==> src/rtl/capture_pkg.sv <==
// Shared definitions for the logic-analyser capture engine: trigger modes,
// capture states and the trigger decision used on every WAIT sample.
package capture_pkg;

    localparam logic [1:0] TRIG_IMM  = 2'b00;
    localparam logic [1:0] TRIG_RISE = 2'b01;
    localparam logic [1:0] TRIG_FALL = 2'b10;
    localparam logic [1:0] TRIG_ANY  = 2'b11;

    typedef enum logic [2:0] {
        ST_IDLE,
        ST_PRE,
        ST_WAIT,
        ST_POST,
        ST_DONE
    } state_t;

    // Edge modes only mean something when a previous sample exists; the caller gates that.
    function automatic logic trig_fire(input logic [1:0] mode,
                                       input logic       prev_bit,
                                       input logic       cur_bit);
        logic fire;
        case (mode)
            TRIG_IMM:  fire = 1'b1;
            TRIG_RISE: fire = !prev_bit && cur_bit;
            TRIG_FALL: fire = prev_bit && !cur_bit;
            default:   fire = prev_bit != cur_bit;
        endcase
        return fire;
    endfunction

endpackage

==> src/rtl/sample_sync.sv <==
// Synchronises the external sample clock and data into clk, and turns each
// rising edge of the sample clock into a one-cycle strobe with its sample.
module sample_sync #(
    parameter int SYNC_STAGES = 2,
    parameter int CHANNELS    = 5
) (
    input  logic                clk,
    input  logic                rst_n,
    input  logic                smp_clk_in,
    input  logic [CHANNELS-1:0] data_in,
    output logic                strobe,
    output logic [CHANNELS-1:0] sample
);

    logic [SYNC_STAGES-1:0] clk_sync;
    logic [CHANNELS-1:0]    data_sync [SYNC_STAGES];
    logic                   clk_prev;

    // Data and clock take identical paths so the sample lines up with its strobe.
    always_ff @(posedge clk or negedge rst_n) begin
        if (!rst_n) begin
            clk_sync <= '0;
            for (int i = 0; i < SYNC_STAGES; i++) begin
                data_sync[i] <= '0;
            end
            clk_prev <= 1'b0;
            strobe   <= 1'b0;
            sample   <= '0;
        end else begin
            clk_sync     <= {clk_sync[SYNC_STAGES-2:0], smp_clk_in};
            data_sync[0] <= data_in;
            for (int i = 1; i < SYNC_STAGES; i++) begin
                data_sync[i] <= data_sync[i-1];
            end
            clk_prev <= clk_sync[SYNC_STAGES-1];
            strobe   <= clk_sync[SYNC_STAGES-1] && !clk_prev;
            sample   <= data_sync[SYNC_STAGES-1];
        end
    end

endmodule

==> src/rtl/capture_engine.sv <==
// Multi-channel capture engine: pre-trigger history in a circular buffer,
// trigger on a selectable channel edge, trigger-aligned registered readback.
module capture_engine
    import capture_pkg::*;
#(
    parameter int CHANNELS    = 5,
    parameter int DEPTH       = 16,
    parameter int PRETRIG     = 3,
    parameter int SYNC_STAGES = 2
) (
    input  logic                                              clk,
    input  logic                                              rst_n,
    input  logic                                              smp_clk_in,
    input  logic [CHANNELS-1:0]                               data_in,
    input  logic                                              arm,
    input  logic [1:0]                                        trig_mode,
    input  logic [((CHANNELS > 1) ? $clog2(CHANNELS) : 1)-1:0] trig_ch,
    output logic                                              busy,
    output logic                                              done,
    input  logic [$clog2(DEPTH)-1:0]                          rd_addr,
    output logic [CHANNELS-1:0]                               rd_data
);

    localparam int AW = $clog2(DEPTH);
    localparam int TW = (CHANNELS > 1) ? $clog2(CHANNELS) : 1;
    localparam logic [AW-1:0] PRE_LAST = AW'(PRETRIG - 1);
    localparam logic [AW-1:0] PRE_OFS  = AW'(PRETRIG);
    localparam logic [AW-1:0] REM_INIT = AW'(DEPTH - PRETRIG - 1);

    state_t              state, state_next;
    logic                strobe;
    logic [CHANNELS-1:0] sample;
    logic [AW-1:0]       wr_ptr, start_ptr, remaining, rd_phys;
    logic                prev_valid, prev_bit, cur_bit;
    logic [1:0]          trig_mode_q;
    logic [TW-1:0]       trig_ch_q;
    logic                wr_en, fire;
    logic [CHANNELS-1:0] mem [DEPTH];

    sample_sync #(
        .SYNC_STAGES(SYNC_STAGES),
        .CHANNELS   (CHANNELS)
    ) u_sync (
        .clk       (clk),
        .rst_n     (rst_n),
        .smp_clk_in(smp_clk_in),
        .data_in   (data_in),
        .strobe    (strobe),
        .sample    (sample)
    );

    always_comb begin
        cur_bit = 1'b0;
        for (int i = 0; i < CHANNELS; i++) begin
            if (trig_ch_q == TW'(i)) begin
                cur_bit = sample[i];
            end
        end
    end

    // arm wins over everything, so a strobe coinciding with it is dropped.
    always_comb begin
        state_next = state;
        wr_en      = 1'b0;
        fire       = 1'b0;
        if (arm) begin
            state_next = (PRETRIG == 0) ? ST_WAIT : ST_PRE;
        end else if (strobe) begin
            case (state)
                ST_PRE: begin
                    wr_en = 1'b1;
                    if (wr_ptr == PRE_LAST) begin
                        state_next = ST_WAIT;
                    end
                end
                ST_WAIT: begin
                    wr_en = 1'b1;
                    fire  = trig_fire(trig_mode_q, prev_bit, cur_bit) &&
                            (prev_valid || trig_mode_q == TRIG_IMM);
                    if (fire) begin
                        state_next = (REM_INIT == '0) ? ST_DONE : ST_POST;
                    end
                end
                ST_POST: begin
                    wr_en = 1'b1;
                    if (remaining == AW'(1)) begin
                        state_next = ST_DONE;
                    end
                end
                default: ;
            endcase
        end
    end

    always_ff @(posedge clk or negedge rst_n) begin
        if (!rst_n) begin
            state <= ST_IDLE;
            busy  <= 1'b0;
            done  <= 1'b0;
        end else begin
            state <= state_next;
            busy  <= (state_next == ST_PRE) || (state_next == ST_WAIT) ||
                     (state_next == ST_POST);
            done  <= (state_next == ST_DONE);
        end
    end

    always_ff @(posedge clk or negedge rst_n) begin
        if (!rst_n) begin
            wr_ptr      <= '0;
            start_ptr   <= '0;
            remaining   <= '0;
            prev_valid  <= 1'b0;
            prev_bit    <= 1'b0;
            trig_mode_q <= TRIG_IMM;
            trig_ch_q   <= '0;
        end else if (arm) begin
            wr_ptr      <= '0;
            prev_valid  <= 1'b0;
            trig_mode_q <= trig_mode;
            trig_ch_q   <= trig_ch;
        end else if (wr_en) begin
            wr_ptr     <= wr_ptr + AW'(1);
            prev_valid <= 1'b1;
            prev_bit   <= cur_bit;
            if (fire) begin
                start_ptr <= wr_ptr - PRE_OFS;
                remaining <= REM_INIT;
            end else if (state == ST_POST) begin
                remaining <= remaining - AW'(1);
            end
        end
    end

    always_ff @(posedge clk) begin
        if (wr_en) begin
            mem[wr_ptr] <= sample;
        end
    end

    assign rd_phys = start_ptr + rd_addr;

    always_ff @(posedge clk or negedge rst_n) begin
        if (!rst_n) begin
            rd_data <= '0;
        end else begin
            rd_data <= mem[rd_phys];
        end
    end

endmodule

==> config.mk <==
export PLATFORM = sky130hd
export DESIGN_NAME = capture_engine
export DESIGN_NICKNAME = d
export VERILOG_FILES = /design/src/rtl/capture_pkg.sv /design/src/rtl/sample_sync.sv /design/src/rtl/capture_engine.sv
export SDC_FILE = /design/constraint.sdc
export NUM_CORES = 1
export LEC_CHECK = 0
export ABC_AREA = 1
export CAP_MARGIN = 20
export CORE_ASPECT_RATIO = 1.25
export CORE_MARGIN = 2
export CORE_UTILIZATION = 41
export CTS_BUF_LIST = sky130_fd_sc_hd__clkbuf_16
export CTS_CLUSTER_SIZE = 20
export DETAILED_ROUTE_END_ITERATION = 7
export REMOVE_ABC_BUFFERS = 1
export SYNTH_ARGS = -nofsm -noshare
export SYNTH_HDL_FRONTEND = slang
export SYNTH_SLANG_ARGS = --single-unit
==> constraint.sdc <==
create_clock -name clk -period 4.58 [get_ports clk]
set_input_delay 0.687 -clock clk [delete_from_list [all_inputs] [get_ports clk]]
set_output_delay 0.687 -clock clk [all_outputs]
set_load 0.1 [all_outputs]
Yosys cells after proc, flatten, opt, wreduce, memory -nomap -nowiden:

Memories as Yosys holds them, arrays and structs flattened. A register that Yosys moved wholly into a read port is not among the register bits.
Cells that the tools add are included.

* flip-flop bits (word level): 43
* bits in writable memories: 80
* output and inout bits: 7
* logic and storage cells: 86
* memories: 1

Memories
* mem: words 16, bits a word 5, read ports 1, clocked after Yosys merged registers in 1, wr ports 1, line capture_engine.sv:38 `logic [CHANNELS-1:0] mem [DEPTH];`

* add/subtract/negate cells: 4
* equality and inequality tests: 16
* muxes and demuxes: 29
* bitwise operators: 1
* reductions and logical operators: 19

Operators with widths (number)
* equality test 3 x 2 -> 1 bit, second input constant: 6
* two-way mux 1 bit: 18
* two-way mux 4 bit: 4
* two-way mux 3 bit: 5
* equality test 3 x 1 -> 1 bit, second input constant: 3
* one-hot mux 3 bit (3 select lines): 1
* equality test 3 bit, second input constant: 2
* AND reduction 3 bit: 2
* adder 4 x 1 -> 4 bit, second input constant: 1
* adder 4 bit: 1
* equality test 4 x 1 -> 1 bit, second input constant: 1
* equality test 4 x 2 -> 1 bit, second input constant: 1
* logical AND 1 bit: 4
* logical NOT 1 bit: 4
* nonzero test 2 bit: 2
* subtractor 4 x 1 -> 4 bit, second input constant: 1
* subtractor 4 x 2 -> 4 bit, second input constant: 1
* logical NOT 3 bit: 1
* logical OR 1 bit: 3
* one-hot mux 1 bit (3 select lines): 1
* OR reduction 3 bit: 1
* equality test 2 x 1 -> 1 bit, second input constant: 1
* equality test 2 bit, second input constant: 1
* logical NOT 2 bit: 1
* 3 further kinds: 3

Depth between registers and ports, before layout:

* depth in word-level cells: 20
* gate-level depth with buffers: 18
* depth with buffers taken out: 18

Modules after synthesis:

A second synthesis with hierarchy kept.

* cells, all modules: 485
* area, all modules: 5317.6 um^2

By module, submodules not included
* capture_engine: instances 1, cells each 464, area each 4832.1 um^2
* sample_sync: instances 1, cells each 21, area each 485.5 um^2

Worst setup path before layout:

No wires, ideal clock.

* path kind: input to register
* from: in rd_addr[0]
* to: reg rd_data[2], read port of mem
* arrival time: 2115 ps
* required time: 4463 ps
* path slack: 2348 ps
* cell stages on the path: 11
* buffers on the path: 1
* cell sequence: ha_1 -> inv_1 -> fa_1 -> buf_1 -> nor2_1 -> o21ai_0 -> o21ai_0 -> nand2_1 -> o21ai_0 -> nand2_1 -> nand2_1

* longest elaborated chain between the ends: 1

RTL lines
* from (decl): line capture_engine.sv:20 `input logic [$clog2(DEPTH)-1:0] rd_addr,`
* adder 4 bit: line capture_engine.sv:141 `assign rd_phys = start_ptr + rd_addr;`
* to (decl): line capture_engine.sv:21 `output logic [CHANNELS-1:0] rd_data`

Every way passes these cells.
A chain may end at the register's enable or synchronous reset.

Worst setup path in the final report:

Same ends and word-level chain as after synthesis.

==> flow_metrics.env <==
export IMPL_cts_resized=0
export IMPL_post_route_cells_drive_above_1_share_pct=8.06
export IMPL_vias_per_cell=4.99
export IMPL_dpl_instance_area_sq_um=5720
export IMPL_globalRouteOverflowTotal=0
export IMPL_filler_cell_count=1158
export IMPL_power_density_nw_per_um2=439
export IMPL_gp_congestion=0.866
export IMPL_crit_fanout=15
export IMPL_cts_tree="built"
export IMPL_fp_dieArea_sq_um=13900
export IMPL_antenna_found_initial=0
export IMPL_ios=25
export IMPL_slew_viol_final=0
export IMPL_syn_avg_cell_area_sq_um=10.6
export IMPL_slew_headroom_pct=35.2
export IMPL_worst_pin_slew_ps=969
export IMPL_wire_per_inst_um=15.0
export IMPL_outcome="finished, final reports clean"
export IMPL_fin_crit_ps=2940
export IMPL_grt_use_total_pct=16.7
export IMPL_cts_hold_buf=0
export IMPL_multi_input_area_sq_um=1480
export IMPL_area_growth_pct=18.3
export IMPL_max_freq_ghz=0.340
export IMPL_cp_required_ps=4930
export IMPL_whs_ps=152
export IMPL_die_w_um=106
export IMPL_finalSetupViolations=0
export IMPL_clkTransAtPathRegs_ps=50
export IMPL_die_y_um=132
export IMPL_fin_skew_ps=7.55
export IMPL_port_buffers=24
export IMPL_syn_area_sq_um=5330
export IMPL_drc=0
export IMPL_cts_num_sinks=128
export IMPL_final_area_sq_um=6310
export IMPL_leakage_uw=0.00256
export IMPL_syn_inst=501
export IMPL_antenna_left=0
export IMPL_clk_latency_ps=410
export IMPL_yosysTopAreaCell="edfxtp_1"
export IMPL_ys_seq_elements=128
export IMPL_initial_utilization_pct=41.9
export IMPL_dp_hpwl_um=7360
export IMPL_worstSetupPathType="primary input to flip-flop"
export IMPL_yosys_top_cells_area="edfxtp_1 (45%), dfrtp_1 (23%), nor2_1 (7.0%)"
export IMPL_drt_pass1_iter_count=5
export IMPL_core_sq_um=12700
export IMPL_fin_nets=563
export IMPL_ys_warn_count=0
export IMPL_num_vias=3566
export IMPL_numCtsBuffers=17
export IMPL_final_common_cell="nor2_1"
export IMPL_regArea_sq_um=3600
export IMPL_grt_first_pass_wirelength_um=17600
export IMPL_rows=46
export IMPL_synth_top_area_share_pct=45.0
export IMPL_min_path_type="primary input to asynchronous set/reset pin"
export IMPL_cts_path_max_buffers=2
export IMPL_ys_seq_area_share_pct=67.6
export IMPL_fin_crit_sh_pct=64.2
export IMPL_start_kind="primary input"
export IMPL_vdd_drop_max_uv=263
export IMPL_rsz0062_at_grt="no"
export IMPL_end_kind="flip-flop"
export IMPL_setup_tns_ps=0
export IMPL_maxCapViolCount=0
export IMPL_ctsRootBufferMaster="clkbuf_16"
export IMPL_antenna_cells=0
export IMPL_h_tree_depth=4
export IMPL_final_hold_viol_count=0
export IMPL_post_cts_buffers=0
export IMPL_grt_max_degree=49
export IMPL_finalWirelength_um=10700
export IMPL_drt_iter0_drc=205
export IMPL_arrival_ps=3290
export IMPL_yosysUniqueCellTypes=31
export IMPL_grt_pass1_vias=3524
export IMPL_final_cell_mix="nor2_1 (100), nand2_1 (91), edfxtp_1 (80), o21ai_0 (57), dfrtp_1 (48)"
==> state kept, by name, summed over array words and instances (netlist names) <==
signal and cells:
u_sync.strobe 1, u_sync.sample 5, state 3, prev_valid 1, trig_mode_q 2, start_ptr 4
u_sync.data_sync 10, wr_ptr 4, u_sync.clk_prev 1, remaining 4, trig_ch_q 3, mem 80
rd_data 5, u_sync.clk_sync 2, prev_bit 1, busy 1, done 1
==> critical path, stage by stage <==
cell and delay [ps]:
clkdlybuf4s50_1 460, ha_1 160, inv_1 50, fa_1 820, clkinv_1 400, nor2_1 190, o21ai_0 110, nand2_1 90
inv_1 40, o21ai_0 150, nand2_1 60, nand2_1 60
==> worst paths after layout <==
path,start,to,slack (ps),cells past startpoint
worst max-delay path,rd_addr[0],rd_data[2],1640,12
min in group clk,u_sync.data_sync[6],u_sync.data_sync[1],340,0
max in group asynchronous,rst_n,start_ptr[1],3940,2
worst max register to register,start_ptr[0],rd_data[2],2000,11
worst min register to register,u_sync.data_sync[6],u_sync.data_sync[1],340,0
worst min-delay path,rst_n,u_sync.data_sync[8],150,1
==> final cells by class <==
| class | count | area share (%) |
|---|---|---|
| flip-flops and latches | 128 | 57.1 |
| multi-input cells | 311 | 23.4 |
| clock buffers | 18 | 7.14 |
| repair buffers | 28 | 4.40 |
| well taps | 168 | 3.33 |
| inverters | 47 | 2.80 |
| clock inverters | 14 | 1.80 |
==> metrics by stage <==
step	utilization (%)	power, uW	setup slack, ps	cells
final	49.6	2770	1640	714
after floorplan	-	1450	1770	486
after global routing	49.6	2880	1330	714
after CTS	49.4	2790	1560	713
after global placement	45.0	1530	1200	681
after detailed placement	45.0	1530	1140	681
==> cells in the mapped netlist <==
library cell  instances
nor2_1              100
nand2_1              91
edfxtp_1             80
o21ai_0              57
dfrtp_1              48
inv_1                43
o21ai_1              19
ha_1                 11
nand3_1               9
clkbuf_1              7
a21oi_1               3
buf_4                 3
inv_2                 3
nand4_1               3
xor2_1                3
buf_1                 2
nor2_2                2
nor3_1                2
nor3_2                2
xnor2_1               2
a21oi_2               1
buf_2                 1
buf_6                 1
clkbuf_2              1
clkinv_1              1
fa_1                  1
nand3_4               1
nand3b_1              1
o211ai_1              1
o21ai_2               1
o22ai_1               1
==> power breakdown <==
part | internal, uW | switching [uW]
clock | 773 | 489
sequential | 1260 | 25.8
combinational | 68.6 | 156
==> cell families (layout without fill, tap and decap cells) <==
group / Yosys count / in the layout / synth area share [%]
AOI/OAI and AO/OA: 83 / 83 / 8.00
xor gates and xnor gates: 5 / 5 / 0.821
adders and majority gates: 12 / 12 / 2.96
buffers and inverters: 62 / 107 / 4.76
DFF: 128 / 128 / 67.6
and+or+nand+nor: 211 / 211 / 15.9
==> layer usage <==
| layer | GRT usage, % | vias to the layer above | part of all wire, % |
|---|---|---|---|
| li1 | - | 1721 | - |
| met1 | 19.5 | 1773 | 43 |
| met2 | 29.1 | 61 | 53 |
| met3 | 5.01 | 11 | 2.9 |
| met4 | 5.48 | 0 | 1.3 |
| met5 | 0 | - | 0 |
Power figures use the tool's default switching activity.
